File: src/rtl/signal_prescaler.sv
// Input conditioner: 2-flop sync, N-sample glitch filter, optional /2*div toggle divider, edge strobe, loss flag.
// Latency raw->signal_o is 3+FILTER_LEN cycles; free-running stream, no backpressure.
module signal_prescaler #(
   parameter int DIV_W      = 16,
   parameter int FILTER_LEN = 3,
   parameter int TIMEOUT    = 1024
) (
   input  logic             clk_i,
   input  logic             rst_i,
   input  logic             signal_raw_i,
   input  logic             enable_i,
   input  logic [DIV_W-1:0] div_i,
   output logic             signal_o,
   output logic             edge_stb_o,
   output logic             signal_present_o
);

   localparam int FCW = (FILTER_LEN > 1) ? $clog2(FILTER_LEN) : 1;
   localparam int LCW = $clog2(TIMEOUT + 1);
   localparam logic [FCW-1:0]   FCNT_LAST = FCW'(FILTER_LEN - 1);
   localparam logic [FCW-1:0]   FCNT_ONE  = FCW'(1);
   localparam logic [LCW-1:0]   LCNT_MAX  = LCW'(TIMEOUT);
   localparam logic [LCW-1:0]   LCNT_ONE  = LCW'(1);
   localparam logic [DIV_W-1:0] DIV_ONE   = DIV_W'(1);

   logic             s1_q, s2_q;
   logic             filt_q, filt_d;
   logic [FCW-1:0]   fcnt_q, fcnt_d;
   logic             edge_stb_q, edge_stb_d;
   logic [DIV_W-1:0] ecnt_q, ecnt_d;
   logic [DIV_W-1:0] div_act_q, div_act_d;
   logic             sig_q, sig_d;
   logic [LCW-1:0]   lcnt_q, lcnt_d;

   // A new level must be seen FILTER_LEN consecutive cycles before filt follows it.
   always_comb begin
      filt_d = filt_q;
      fcnt_d = fcnt_q;
      if (s2_q == filt_q) begin
         fcnt_d = '0;
      end else if (fcnt_q == FCNT_LAST) begin
         filt_d = s2_q;
         fcnt_d = '0;
      end else begin
         fcnt_d = fcnt_q + FCNT_ONE;
      end
   end

   assign edge_stb_d = filt_d & ~filt_q;

   // Ratio is only re-sampled at a wrap (or while disabled) so the output never glitches.
   always_comb begin
      ecnt_d    = ecnt_q;
      div_act_d = div_act_q;
      sig_d     = sig_q;
      if (!enable_i) begin
         ecnt_d    = '0;
         sig_d     = 1'b0;
         div_act_d = div_i;
      end else if (div_act_q == '0) begin
         sig_d = filt_q;
      end else if (edge_stb_q) begin
         if (ecnt_q == div_act_q - DIV_ONE) begin
            ecnt_d    = '0;
            sig_d     = ~sig_q;
            div_act_d = div_i;
         end else begin
            ecnt_d = ecnt_q + DIV_ONE;
         end
      end
   end

   always_comb begin
      lcnt_d = lcnt_q;
      if (edge_stb_q) begin
         lcnt_d = '0;
      end else if (lcnt_q != LCNT_MAX) begin
         lcnt_d = lcnt_q + LCNT_ONE;
      end
   end

   always_ff @(posedge clk_i or negedge rst_i) begin
      if (!rst_i) begin
         s1_q       <= 1'b0;
         s2_q       <= 1'b0;
         filt_q     <= 1'b0;
         fcnt_q     <= '0;
         edge_stb_q <= 1'b0;
         ecnt_q     <= '0;
         div_act_q  <= '0;
         sig_q      <= 1'b0;
         lcnt_q     <= LCNT_MAX;
      end else begin
         s1_q       <= signal_raw_i;
         s2_q       <= s1_q;
         filt_q     <= filt_d;
         fcnt_q     <= fcnt_d;
         edge_stb_q <= edge_stb_d;
         ecnt_q     <= ecnt_d;
         div_act_q  <= div_act_d;
         sig_q      <= sig_d;
         lcnt_q     <= lcnt_d;
      end
   end

   assign signal_o         = sig_q;
   assign edge_stb_o       = edge_stb_q;
   assign signal_present_o = (lcnt_q < LCNT_MAX);

endmodule

File: config.mk
export PLATFORM = sky130hd
export DESIGN_NAME = signal_prescaler
export DESIGN_NICKNAME = d
export VERILOG_FILES = /design/src/rtl/signal_prescaler.sv
export SDC_FILE = /design/constraint.sdc
export NUM_CORES = 1
export LEC_CHECK = 0
export CORE_ASPECT_RATIO = 1.25
export CORE_MARGIN = 3
export CORE_UTILIZATION = 58
export CTS_CLUSTER_SIZE = 8
export DETAILED_ROUTE_END_ITERATION = 8
export GPL_ROUTABILITY_DRIVEN = 1
export PLACE_DENSITY = 0.91
export RECOVER_POWER = 25
export SETUP_SLACK_MARGIN = 0.1
export SYNTH_ARGS = -nofsm -noshare
export SYNTH_HDL_FRONTEND = slang
export SYNTH_SLANG_ARGS = --single-unit
File: constraint.sdc
create_clock -name clk_i -period 3.49 [get_ports clk_i]
set_input_delay 0.698 -clock clk_i [delete_from_list [all_inputs] [get_ports clk_i]]
set_output_delay 0.698 -clock clk_i [all_outputs]
set_load 0.01 [all_outputs]
# == Yosys cells after proc, flatten, opt, wreduce, memory -nomap -nowiden ==
# Index checks and enable logic that the tools add are counted.
# word_totals
register_bits,50
input_bits,20
output_inout_bits,3
word_cells,49
# classes
add_sub_neg,4
magnitude_cmp,1
eq_ne,9
muxes,18
bitwise,3
n_reduce_logical,5
# ops
operator,count
$mux 16,8
$mux 11,2
$add 16x1->16 const B,1
$eq 16x16->1,1
$logic_not 16->1,1
$sub 16x1->16 const B,1
$add 11x1->11 const B,1
$lt 11x11->1 const B,1
$ne 11x11->1 const B,1
$mux 1,6
$ne 3x1->1 const B,2
$mux 2,2
$ne 2x1->1 const B,2
$reduce_and 2->1,2
$reduce_and 3->1,1
$add 2x1->2 const B,1
$eq 2x2->1 const B,1
$ne 2x2->1 const B,1
$not 1->1,2
$reduce_bool 2->1,1
$and 1x1->1,1
$eq 1x1->1,1

# == Depth between registers and ports, before layout ==
# logic_depth
depth_word,6
ltp_mapped,12
depth_no_buf,9

# == Worst setup path before layout ==
# No wires, ideal clock.
# synth_timing
kind,register to register
startpoint,register div_act_q[7]
endpoint,register div_act_q[10]
t_arrival_ns,2.598
required_ns,3.363
path_slack_ns,0.764
stages_incl_launch_ff,12
path_buffers,3
period_less_slack_ns,2.726
cell_sequence,dfrtp_1 buf_6 nor4_4 nand4_1 mux2_2 o21ai_1 a31oi_1 nor4_4 a21o_1 buf_4 buf_8 mux2_1
# synth_between
elab_chain_len,4
elab_cells_between_ends,6
classes_between,add/sub (1); eq/ne (3); reduce/logical (2)
# synth_rtl
element,line_no,source
"start, declared",31,"logic [DIV_W-1:0] div_act_q, div_act_d;"
"start signal, assigned",100,div_act_q <= div_act_d;
$sub 16x1->16,63,if (ecnt_q == div_act_q - DIV_ONE) begin
$eq 16x16->1,63,
$ne 2x1->1 (no source line),--,
$reduce_and 3->1 (no source line) *,--,
# Mark *: on every way between the ends. The rest lies on a longest branch, timed or not.
# A chain may end at the register's enable or synchronous reset.

# == Worst setup path in the final report ==
# layout_timing
startpoint,register div_act_q[7]
endpoint,register div_act_q[9]
# Same word-level chain as after synthesis.

==> results.cfg <==
[final_layout]
finalNetCount = 333
drive_gt1_share_pct = 6.452
antenna_cells = 0
post-route-cell-area_um2 = 3179
fin_cells = 368
layout_common_cells = dfrtp_1 (49), nor2_1 (34), nand2_1 (28)
fin_util_pct = 69.71
mostFrequentLayoutCell = dfrtp_1
fillers = 336
syn2layout_area_growth_pct = 12.78

[global_route]
grt_util_met3_pct = 4.178
grt.overflow.total = 0
grt_usage_pct = 21.04
grt_pass1_vias = 2124
use_met2_pct = 35.70
grt_start_max_net_pins = 51
grt_antenna_before_repair = 0
grt_pass1_wl_um = 9342
busiest_layer = met2
use_met1_pct = 25.54

[clock_tree]
cts_buffers = 5
clock_path_buffers = 2
cts_setup_buffers = 0
clockRootBuffer = clkbuf_8
htreeDepth = 2
clkSinkCount = 50
postCtsHoldBufs = 0
clk_latency_ns = 0.31
cts_tree = yes
post_cts_resized = 0
clk_pin_slew_ns = 0.09

[floorplanning]
die_w_um = 68.36
core-area_um2 = 4561
start_util_pct = 61.81
die_y_um = 83.95
dieArea_um2 = 5738
ioPinCount = 23
rows = 27

[critical_path]
path_cells = nor4_4, nand4_1, mux2_2, o21ai_1, a31oi_1, nor4_4, buf_4, a21o_1, buf_4, mux2_1
cp_max_fo = 24
critPathLaunchType = flip-flop
arrival_ns = 3.20
critPathCaptureType = flip-flop
path_delay_family = simple AND/OR/NAND/NOR gates
max_stage_delay_ns = 0.52
crit_buf_inv = 2
required_ns = 3.68
worst-setup-path-type = reg -> reg
crit_slowest_cell = dfrtp_1

[pwr]
leakagePower_nw = 1.339
switching_share_pct = 29.83
seq_power_share_pct = 52.9
internal_power_mw = 1.019
max-vdd-ir-drop_mv = 0.3336
power.density_nw_per_um2 = 456.8
power.switching_uw = 433.3
combPwrFrac_pct = 19.3
clkPwrFrac_pct = 27.8
total_power_mw = 1.452

[timing]
fmax_mhz = 332.1
slew_violations = 51
fin_setup_tns_ns = 0
rsz0062_at_grt = no
fin_crit_sh_pct = 86.28
whs_ns = 0.3631
relSlewSlack_pct = -73.30
finalHoldViolations = 0
finalCriticalPeriod_ns = 3.011
clock_skew_ns = 0.006812
post-route-worst-setup-slack_ns = 0.4787
tightest_slew_ns = 2.599
finalSetupViolCount = 0

[job]
max-cap-violations = 1

[drt]
drc = 0
postRouteWirelength_um = 5415
first_pass_iters = 4
drt_iter0_drc = 185
num_vias = 2159
routed_via_density = 5.867
drt-wirelength-per-cell_um = 14.71
antenna_left = 0

[logic_synthesis]
syn_area_um2 = 2819
syn-num-nets = 309
syn_inst = 285
synth_cell_types = 47
avgSynthCellArea_um2 = 9.891
ys_ff_latch = 50
ys_warn_count = 0
synth_edf_count = 0
synth_flop_cell = dfrtp_1
ys_seq_area_share_pct = 44.43
async_flop_share_pct = 100.0

[place]
pre_cts_ws_ns = 0.5209
io_buffers = 22
place.gp.congestion = 0.8830
dp.cells = 360
dp_hpwl_um = 3883
place_area_um2 = 3072

[run_status]
violations = max-capacitance violations, max-slew violations
status = finished, violations left

[hold_path]
hp-class = reg -> reg
## cells in the mapped netlist (2+ instances only)
master    number  area, um2
xnor2_1       17      148.9
and3_1         7      43.79
a21oi_1        9      45.04
nand4b_1       3      26.28
mux2_1        16      180.2
xor2_1        21      183.9
inv_1          8      30.03
nand2b_1       4      25.02
mux2i_1        3      30.03
or3_1          5      31.28
o221ai_1       3      26.28
nor2_1        34      127.6
nand2_1       28      105.1
dfrtp_1       49       1226
ha_1           4      50.05
a31oi_1        3      18.77
nor3_1        10      50.05
mux2_2         2      22.52
buf_6          2      22.52
or4_1          2      15.01
nand3b_1       5      37.54
o21ai_1        2      10.01
nand3_1       10      50.05
nor4_1         2      12.51
o21ai_0        4      20.02
nor4_4         2      42.54
clkbuf_1       4      15.01
nand4_1        5      31.28
nor2b_1        3      18.77
## routing by layer
| layer | wire length (um) | vias to the layer above |
|---|---|---|
| li1 | - | 1041 |
| met1 | 2222 | 1046 |
| met2 | 2879 | 59 |
| met3 | 209 | 13 |
| met4 | 104 | 0 |
| met5 | 0 | - |
## state kept, by name, indices dropped and copies added, names as in the netlist
| register | flops |
|---|---|
| div_act_q | 16 |
| ecnt_q | 16 |
| lcnt_q | 11 |
| fcnt_q | 2 |
| edge_stb_o | 1 |
| filt_q | 1 |
| s1_q | 1 |
| s2_q | 1 |
| signal_o | 1 |
## worst reg2reg max path: stages (launching register included)
cell     delay (ns)
dfrtp_1        0.52
nor4_4         0.38
nand4_1        0.23
mux2_2         0.32
o21ai_1        0.07
a31oi_1        0.09
nor4_4         0.30
buf_4          0.20
a21o_1         0.12
buf_4          0.28
mux2_1         0.38
## power groups by stage
| stage | clock network, mW | logic (mW) | registers [mW] |
|---|---|---|---|
| after floorplan | 0 | 0.227 | 0.743 |
| after global placement | 0 | 0.267 | 0.772 |
| after detailed placement | 0 | 0.284 | 0.775 |
| after CTS | 0.409 | 0.287 | 0.767 |
| after global routing | 0.431 | 0.326 | 0.783 |
| final | 0.403 | 0.281 | 0.768 |
## layout make-up
class	instances	area, um2	share of cell area [%]
multi-input cells	218	1471	46.28
well taps	58	72.57	2.283
inverters	8	30.03	0.9445
repair buffers	26	244.0	7.674
clock inverters	3	40.04	1.259
clock buffers	5	68.82	2.165
flip-flops and latches	50	1252	39.39
## worst paths after layout
path | start | to | slack, ns | cells after the start
max | div_act_q[7] | div_act_q[9] | 0.48 | 10
min | s1_q | s2_q | 0.36 | 0
max reg2reg | div_act_q[7] | div_act_q[9] | 0.48 | 10
min reg2reg | s1_q | s2_q | 0.36 | 0
max in group asynchronous | rst_i | div_act_q[15] | 0.83 | 1
min in group asynchronous | rst_i | div_act_q[10] | 1.19 | 1
## logic make-up (layout without fill, tap and decap cells)
kind of cell	Yosys count	in the layout	share of synthesized area, %
fa+ha+maj	4	4	1.775
mux	21	21	8.256
simple gates	126	126	23.79
compound gates	29	29	6.570
xor+xnor	38	38	11.81
flops	50	50	44.43
buf+inv	17	42	3.373
(Power assumes the default switching activity.)
